File: src/rtl/sysa_pkg.sv
// Shared defaults and state encoding for the systolic-array sequencer.
package sysa_pkg;

  localparam int unsigned NDef  = 4;
  localparam int unsigned DwDef = 8;
  localparam int unsigned AwDef = 16;

  typedef enum logic [2:0] {
    StIdle  = 3'd0,
    StLoad  = 3'd1,
    StFeed  = 3'd2,
    StDrain = 3'd3,
    StDone  = 3'd4
  } state_e;

endpackage

File: src/rtl/sysa_dly.sv
// Enable-gated delay line of configurable width and depth; depth 0 is a plain wire.
module sysa_dly #(
  parameter int unsigned Width = 8,
  parameter int unsigned Depth = 1
) (
  input  logic             clk,
  input  logic             rst,
  input  logic             en,
  input  logic [Width-1:0] d,
  output logic [Width-1:0] q
);

  if (Depth == 0) begin : g_wire
    logic unused_ctrl;
    assign unused_ctrl = ^{clk, rst, en};
    assign q = d;
  end else begin : g_pipe
    logic [Width-1:0] pipe_q [Depth];

    always_ff @(posedge clk) begin
      if (rst) begin
        for (int unsigned k = 0; k < Depth; k++) pipe_q[k] <= '0;
      end else if (en) begin
        pipe_q[0] <= d;
        for (int unsigned k = 1; k < Depth; k++) pipe_q[k] <= pipe_q[k-1];
      end
    end

    assign q = pipe_q[Depth-1];
  end

endmodule

File: src/rtl/sysa_ctrl.sv
// Sequencer for a weight-stationary NxN systolic array: weight load, activation skew,
// result de-skew and stream handshakes.
module sysa_ctrl
  import sysa_pkg::*;
#(
  parameter int unsigned N  = NDef,
  parameter int unsigned DW = DwDef,
  parameter int unsigned AW = AwDef
) (
  input  logic              clk,
  input  logic              rst,
  input  logic              start,
  input  logic [7:0]        num_rows,
  output logic              busy,
  output logic              done,
  input  logic              w_valid,
  output logic              w_ready,
  input  logic [N*DW-1:0]   w_data,
  input  logic              a_valid,
  output logic              a_ready,
  input  logic [N*DW-1:0]   a_data,
  output logic              r_valid,
  input  logic              r_ready,
  output logic [N*AW-1:0]   r_data,
  output logic              arr_clr,
  output logic              arr_en,
  output logic [N*N*DW-1:0] arr_w,
  output logic [N*DW-1:0]   arr_left,
  input  logic [N*AW-1:0]   arr_down
);

  localparam int unsigned DcW = $clog2(2 * N) + 1;

  state_e              state_q, state_d;
  logic [7:0]          m_q, vcnt_q, row_q;
  logic [DcW-1:0]      dcnt_q;
  logic [2*N-1:0]      tok_q;
  logic                r_valid_q, arr_clr_q;
  logic [N*AW-1:0]     r_data_q;
  logic [N*N*DW-1:0]   arr_w_q;

  logic                stall, adv, a_fire, w_fire, job_start;
  logic [N*DW-1:0]     skew_in;
  logic [N*AW-1:0]     deskew_out;

  // A result sitting unaccepted freezes the whole pipeline, PEs included.
  assign stall     = r_valid_q && !r_ready;
  assign adv       = !stall && (state_q == StDrain || (state_q == StFeed && a_valid));
  assign a_fire    = adv && (state_q == StFeed);
  assign w_fire    = (state_q == StLoad) && w_valid;
  assign job_start = (state_q == StIdle) && start;
  assign skew_in   = (state_q == StFeed) ? a_data : '0;

  always_comb begin
    state_d = state_q;
    case (state_q)
      StIdle:  if (start) state_d = StLoad;
      StLoad:  if (w_fire && row_q == 8'(N - 1)) state_d = (m_q == 8'd0) ? StDone : StFeed;
      StFeed:  if (a_fire && (vcnt_q + 8'd1) == m_q) state_d = StDrain;
      StDrain: if (adv && dcnt_q == DcW'(2 * N - 1)) state_d = StDone;
      StDone:  state_d = StIdle;
      default: state_d = StIdle;
    endcase
  end

  always_ff @(posedge clk) begin
    if (rst) begin
      state_q   <= StIdle;
      m_q       <= '0;
      vcnt_q    <= '0;
      row_q     <= '0;
      dcnt_q    <= '0;
      tok_q     <= '0;
      r_valid_q <= 1'b0;
      r_data_q  <= '0;
      arr_w_q   <= '0;
      arr_clr_q <= 1'b0;
    end else begin
      state_q   <= state_d;
      arr_clr_q <= job_start;
      if (job_start) begin
        m_q    <= num_rows;
        row_q  <= '0;
        vcnt_q <= '0;
        dcnt_q <= '0;
      end
      if (w_fire) begin
        for (int unsigned r = 0; r < N; r++) begin
          if (row_q == 8'(r)) arr_w_q[r*N*DW +: N*DW] <= w_data;
        end
        row_q <= row_q + 8'd1;
      end
      if (a_fire) vcnt_q <= vcnt_q + 8'd1;
      if (adv && state_q == StDrain) dcnt_q <= dcnt_q + 1'b1;
      if (adv) begin
        tok_q     <= {tok_q[2*N-2:0], a_fire};
        r_valid_q <= tok_q[2*N-1];
        r_data_q  <= deskew_out;
      end else if (r_ready) begin
        r_valid_q <= 1'b0;
      end
    end
  end

  for (genvar i = 0; i < N; i++) begin : g_skew
    sysa_dly #(
      .Width(DW),
      .Depth(i + 1)
    ) u_skew (
      .clk(clk),
      .rst(rst),
      .en (adv),
      .d  (skew_in[i*DW +: DW]),
      .q  (arr_left[i*DW +: DW])
    );
  end

  for (genvar j = 0; j < N; j++) begin : g_deskew
    sysa_dly #(
      .Width(AW),
      .Depth(N - 1 - j)
    ) u_deskew (
      .clk(clk),
      .rst(rst),
      .en (adv),
      .d  (arr_down[j*AW +: AW]),
      .q  (deskew_out[j*AW +: AW])
    );
  end

  assign busy    = (state_q != StIdle);
  assign done    = (state_q == StDone);
  assign w_ready = (state_q == StLoad);
  assign a_ready = (state_q == StFeed) && !stall;
  assign r_valid = r_valid_q;
  assign r_data  = r_data_q;
  assign arr_clr = arr_clr_q;
  assign arr_en  = adv;
  assign arr_w   = arr_w_q;

endmodule

File: config.mk
export PLATFORM = sky130hd
export DESIGN_NAME = sysa_ctrl
export DESIGN_NICKNAME = d
export VERILOG_FILES = /design/src/rtl/sysa_pkg.sv /design/src/rtl/sysa_dly.sv /design/src/rtl/sysa_ctrl.sv
export SDC_FILE = /design/constraint.sdc
export NUM_CORES = 1
export LEC_CHECK = 0
export CAP_MARGIN = 15
export CORE_MARGIN = 2
export CORE_UTILIZATION = 54
export CTS_CLUSTER_SIZE = 28
export DETAILED_ROUTE_END_ITERATION = 10
export PLACE_DENSITY_LB_ADDON = 0.1
export RECOVER_POWER = 25
export SYNTH_ARGS = -nofsm -noshare
export SYNTH_HDL_FRONTEND = slang
export SYNTH_SLANG_ARGS = --single-unit
File: constraint.sdc
create_clock -name clk -period 15.7 [get_ports clk]
set_input_delay 3.925 -clock clk [delete_from_list [all_inputs] [get_ports clk]]
set_output_delay 3.925 -clock clk [all_outputs]
set_load 0.05 [all_outputs]
# After elaboration in Yosys (flattened, before gate mapping)
# Memories as Yosys holds them, arrays and structs flattened. A register that Yosys moved wholly into a read port is not among the register bits.
# Cells that the tools add are included.
[word_totals]
reg_bits = 233
ramBits = 176
out_inout_bits = 231
n_memories = 7
[mem_list]
columns = ["memory", "depth", "width", "rd", "rd_ports_with_merged_regs", "write_ports", "line_no", "text"]
rows = [
  ["g_deskew[0].u_deskew.g_pipe.pipe_q", 3, 16, 3, 1, 3, "sysa_dly.sv:18", "logic [Width-1:0] pipe_q [Depth];"],
  ["g_deskew[1].u_deskew.g_pipe.pipe_q", 2, 16, 2, 1, 2, "sysa_dly.sv:18", ""],
  ["g_skew[3].u_skew.g_pipe.pipe_q", 4, 8, 4, 0, 4, "sysa_dly.sv:18", ""],
  ["g_skew[2].u_skew.g_pipe.pipe_q", 3, 8, 3, 0, 3, "sysa_dly.sv:18", ""],
  ["g_deskew[2].u_deskew.g_pipe.pipe_q", 1, 16, 1, 1, 1, "sysa_dly.sv:18", ""],
  ["g_skew[1].u_skew.g_pipe.pipe_q", 2, 8, 2, 0, 2, "sysa_dly.sv:18", ""],
  ["+1 memories", "n/a", "n/a", "n/a", "n/a", "n/a", "n/a", ""],
]
[op_classes]
add_sub_neg = 3
n_eq_ne = 13
n_mux = 37
bitwise = 14
reduce_logical = 29
[ops]
columns = ["op", "count"]
rows = [
  ["2-to-1 mux 8 bit", 13],
  ["2-to-1 mux 16 bit", 6],
  ["2-to-1 mux 32 bit", 1],
  ["adder 8 x 1 -> 8 bit, second input constant", 2],
  ["== test 8 x 2 -> 1 bit, second input constant", 2],
  ["zero test 8 bit", 2],
  ["OR reduction 16 bit", 1],
  ["2-to-1 mux 3 bit", 5],
  ["OR 1 bit", 14],
  ["case mux 3 bit (4 select lines)", 1],
  ["logical AND 1 bit", 11],
  ["2-to-1 mux 1 bit", 9],
  ["== test 8 x 1 -> 1 bit, second input constant", 1],
  ["== test 8 bit", 1],
  ["2-to-1 mux 4 bit", 2],
  ["AND reduction 2 bit", 4],
  ["nonzero test 2 bit", 4],
  ["OR reduction 8 bit", 1],
  ["== test 3 x 2 -> 1 bit, second input constant", 2],
  ["inequality test 2 x 1 -> 1 bit, second input constant", 3],
  ["adder 4 x 1 -> 4 bit, second input constant", 1],
  ["== test 4 x 3 -> 1 bit, second input constant", 1],
  ["AND reduction 4 bit", 1],
  ["== test 3 x 1 -> 1 bit, second input constant", 1],
  ["6 further kinds", 7],
]

# Logic depth before layout (Yosys ltp)
[logic_depth]
ltp_word = 9
depth_mapped = 8

# By module
# From an unflattened synthesis, not the netlist that was laid out.
[unflattened]
hier_cells = 1596
hier_area_um2 = 16632.2
[modules_own_cells]
columns = ["module", "instances", "cells_per_inst", "area_per_inst_um2"]
rows = [
  ["sysa_ctrl", 1, 1143, 8999.9],
  ["sysa_dly (g_deskew[0].u_deskew)", 1, 123, 2049.5],
  ["sysa_dly (g_deskew[1].u_deskew)", 1, 87, 1422.6],
  ["sysa_dly (g_skew[3].u_skew)", 1, 71, 1302.5],
  ["sysa_dly (g_skew[2].u_skew)", 1, 61, 1047.3],
  ["sysa_dly (g_skew[1].u_skew)", 1, 43, 716.9],
  ["sysa_dly (g_deskew[2].u_deskew)", 1, 35, 656.9],
  ["sysa_dly (g_skew[0].u_skew)", 1, 17, 316.6],
  ["sysa_dly (g_deskew[3].u_deskew)", 1, 16, 120.1],
]

# Worst setup path after synthesis
# No wires, ideal clock.
[synth_path]
kind = "input port to output port"
startpoint = "input port r_ready"
endpoint = "output port arr_en"
t_arrival_ns = 5.100
required_ns = 11.775
path_slack_ns = 6.675
stages = 6
cell_sequence = "nor2b_1 nor2_1 o21ai_1 clkbuf_1 inv_2 buf_1"
[synth_via]
elab_chain_cells = 4
[synth_lines]
columns = ["item", "line_no", "text"]
rows = [
  ["start: declaration", "sysa_ctrl.sv:23", "input logic r_ready,"],
  ["zero test 1 bit", "sysa_ctrl.sv:47", "assign stall = r_valid_q && !r_ready;"],
  ["logical AND 1 bit", "sysa_ctrl.sv:47", ""],
  ["zero test 1 bit", "sysa_ctrl.sv:48", "assign adv = !stall && (state_q == StDrain || (state_q == StFeed && a_valid));"],
  ["logical AND 1 bit", "sysa_ctrl.sv:48", ""],
  ["end: declaration", "sysa_ctrl.sv:26", "output logic arr_en,"],
]
# No other way between the ends.

# Final worst setup path
[layout_path]
startpoint = "input port rst"
endpoint = "register r_data_q[56] (netlist: r_data[56])"
[layout_rtl]
columns = ["item", "line_no", "text"]
rows = [
  ["start: declaration", "sysa_ctrl.sv:11", "input logic rst,"],
  ["end signal: assignment", "sysa_ctrl.sv:98", "r_data_q <= deskew_out;"],
  ["end: declaration", "sysa_ctrl.sv:39", "logic [N*AW-1:0] r_data_q;"],
]
# No word-level cell between the ends.

==> summary.md <==
| Metric | Value |
|---|---|
| Status | `finished, violations left` |
| Failing checks | `capacitance limit, slew limit` |
| Max-Cap Viols | `2` |
| Cts hold-fix bufs | `0` |
| Biggest area consumer among synthesized cells | `edfxtp_1` |
| # IOs | `373` |
| Multi-input gate area | `5170 sq um` |
| Pwr Total | `2340 uW` |
| Setup TNS | `0 ns` |
| Synthesis-to-finish area growth | `32.0%` |
| Die area | `30700 sq um` |
| Cell area after placement | `19500 sq um` |
| Worst hold path class | `flop to flop` |
| Root buffer cell | `clkbuf_16` |
| Final min period | `11.66 ns` |
| Via count | `11405` |
| Main combinational cell family by area after synthesis | `simple AND/OR/NAND/NOR gates` |
| Gate count after technology mapping | `1497` |
| CP max-delay cell | `clkbuf_1` |
| Post-synthesis compound-gate area fraction | `11.2%` |
| Worst Path Arrival | `12.02 ns` |
| Cts repair resizes | `0` |
| Num CTS Buffers | `42` |
| Seq cells post-synth | `409` |
| Sequential area share after synthesis | `62.8%` |
| WP buf/inv | `3` |
| Startpoint types | `input pin` |
| Mux share of post-synthesis cell area | `0.0632%` |
| CP Class | `input pin to flop` |
| H-tree Lvls | `2` |
| Crit path from | `rst` |
| Power Density | `112 nW/um^2` |
| Drt pass-1 iters | `5` |
| Vias/cell | `5.12` |
| Ys flop type | `dfxtp_1` |
| Sequential cell area | `9950 sq um` |
| Cell count after placement | `2146` |
| Fin. max-slew vios | `174` |
| Fill count | `2097` |
| Final Hold Vio Count | `0` |
| Worst skew pair latency | `0.53 ns` |
| Worst-path clk slew | `0.06 ns` |
| Largest stage delay, worst path | `3.79 ns` |
| First-pass GRT wire length | `58000 um` |
| Layout Nets | `1955` |
| Layout cells sized above 1 | `11.4%` |
| Syn nets | `1645` |
| Top post-synthesis cells by area | `edfxtp_1, dfxtp_1, nand2_1, a21oi_2, and2_1` |
| Final setup viols | `0` |
| Max_slew headroom | `-269%` |
| Worst Path Max Fanout | `108` |
| CTS Buffer Depth | `3` |
| Row count | `62` |
| Worst vdd ir | `88.8 uV` |
| GRT Resource Usage Total | `23.6%` |
| Synth top cells by count | `nand2_1, dfxtp_1, edfxtp_1, and2_1, a21oi_2` |
| Leak | `0.00746 uW` |
| Worst R2R Start | `state_q[0]$_SDFFE_PP0P_` |
| FMAX | `0.0858 GHz` |
| Vias in the first global route | `10765` |
| Routed WL | `37300 um` |
| CORE AREA | `28800 sq um` |
| Crit path max-delay family | `buffers and inverters` |
| GR Overflow Total | `0` |
| TritonCTS sink count | `409` |
| 1st-iter DRT viols | `776` |
| Final Wtd Congestion | `0.828` |
| Cell with the most instances after synthesis | `nand2_1` |
| Port Buffers | `372` |
| Worst Path Required | `16.06 ns` |
| Crit-path most repeated cell | `clkbuf_1` |
| Adder-cell area share of the yosys netlist | `0.474%` |
| Post-Synth XOR/XNOR Area | `0.719%` |
| Endpoint class of the critical path | `flop` |
| Die H | `175 um` |
| CTS tree | `done` |
| Slew @ Worst Pin | `5.53 ns` |
| Drt drc | `0` |
| Share of the synthesized area in the top cell type | `33.4%` |
| Finished Layout Cells | `2227` |
| Final Cell Area | `20900 sq um` |
| DRT antenna net count | `0` |
| Detailed Place HPWL | `24100 um` |
| Post-synth cell types | `49` |
| Initial antenna violation count | `5` |
| Post-synth EDFFs | `176` |
| Largest net degree at the start of global routing | `109` |
| Final Cycle Share | `74.3%` |
| Clock Skew | `0.0184 ns` |
| Initial Utilization | `55.0%` |
| Synth Area in Simple Gates | `20.2%` |
| Critical path, cell by cell | `clkbuf_1 -> clkbuf_1 -> buf_4 -> a21oi_1` |
| Postcts setup bufs | `0` |
| Hold_sp | `arr_w[127]$_SDFFE_PP0P_` |
| RSZ-0062 raised after global routing | `false` |
| Asr flop ratio synth | `0%` |
| Yosys warns | `0` |
| DR WL/cell | `16.7 um` |
| Chip width | `175 um` |
| Syn Std Cell Area | `15800 sq um` |
| Syn avg cell area | `10.6 sq um` |
## through the flow
| step | hold slack (ns) | util [%] | worst slack (ns) |
|---|---|---|---|
| finish | 0.448 | 72.7 | 4.04 |
| global placement | 0.437 | 67.7 | 6.08 |
| global route | 0.469 | 72.7 | 3.42 |
| detailed placement | 0.443 | 67.7 | 6.07 |
| floorplan | 0.431 | - | 6.67 |
| CTS | 0.451 | 72.6 | 6.07 |
## logic make-up (layout without fill, tap and decap cells)
group,after synthesis,in the layout
xor gates and xnor gates,13,13
and+or+nand+nor,686,686
muxes,1,1
AOI/OAI and AO/OA,255,255
other,0,2
DFF,409,409
adders and majority gates,6,6
buffers and inverters,127,471
## cell type report
| cell class | instances | share of cell area, % |
|---|---|---|
| diodes | 2 | 0.0239 |
| clock buffers | 64 | 6.40 |
| clock inverters | 14 | 0.443 |
| inverters | 5 | 0.0898 |
| multi-input cells | 961 | 24.7 |
| flip-flops and latches | 409 | 47.6 |
| well taps | 384 | 2.30 |
| repair buffers | 388 | 18.4 |
## placed cells by master (no fill, tap or decap), drive strengths merged, types with 2 or more instances in the layout
master / instances
diode: 2
nor4: 4
edfxtp: 176
or4: 2
and2: 152
dfxtp: 233
nor3b: 2
a22oi: 4
xnor2: 8
nand2b: 3
or3: 3
nor2: 23
a21oi: 224
buf: 15
nor3: 9
clkinv: 12
a211oi: 2
clkbuf: 66
nand2: 425
clkdlybuf4s50: 305
nand3b: 6
o21ai: 16
nand4: 2
inv: 5
ha: 6
xor2: 5
dlygate4sd3: 66
o21a: 2
nand3: 8
nor2b: 6
and3: 37
## per-layer routing
layer  global-route usage, %  share of wire (%)  vias up
met3                    5.17                7.0       72
met4                    8.72                3.4        4
met1                    30.4                 41     5373
li1                        -                  -     5587
met2                    39.3                 48      369
met5                       0              0.072        -
## state kept, by name, indices dropped and copies added (netlist names), 4 cells and up
name and count:
g_deskew.u_deskew.g_pipe.pipe_q 96, dcnt_q 4, row_q 8, r_data 64, vcnt_q 8, tok_q 8, g_skew.u_skew.g_pipe.pipe_q 80, m_q 8
arr_w 128
## worst register-to-register path, cell delays in order, from the launching register on
cell and delay, ns:
dfxtp_1 0.44, o21ai_0 1.15, buf_4 0.80, nor2_4 0.39, buf_4 0.70, and2_1 0.29
## final timing paths
check                                                                         endpoint  slack, ns  depth (start not counted)
worst min-delay path                                           arr_w[127]$_SDFFE_PP0P_       0.45                          2
worst max-delay path                                           r_data[56]$_SDFFE_PP0N_       4.04                          4
worst max register to register  g_deskew[0].u_deskew.g_pipe.pipe_q[2][4]$_SDFFCE_PN0P_      11.67                          5
worst min register to register                                 arr_w[127]$_SDFFE_PP0P_       0.45                          2
## where the power goes
group	total, uW	leakage (uW)	internal (uW)	switching [uW]
clock	1000	0.000712	604	400
sequential	1150	0.00370	1140	12.4
combinational	183	0.00304	67.0	116
total	2340	0.00746	1810	528
(Power assumes the default switching activity.)
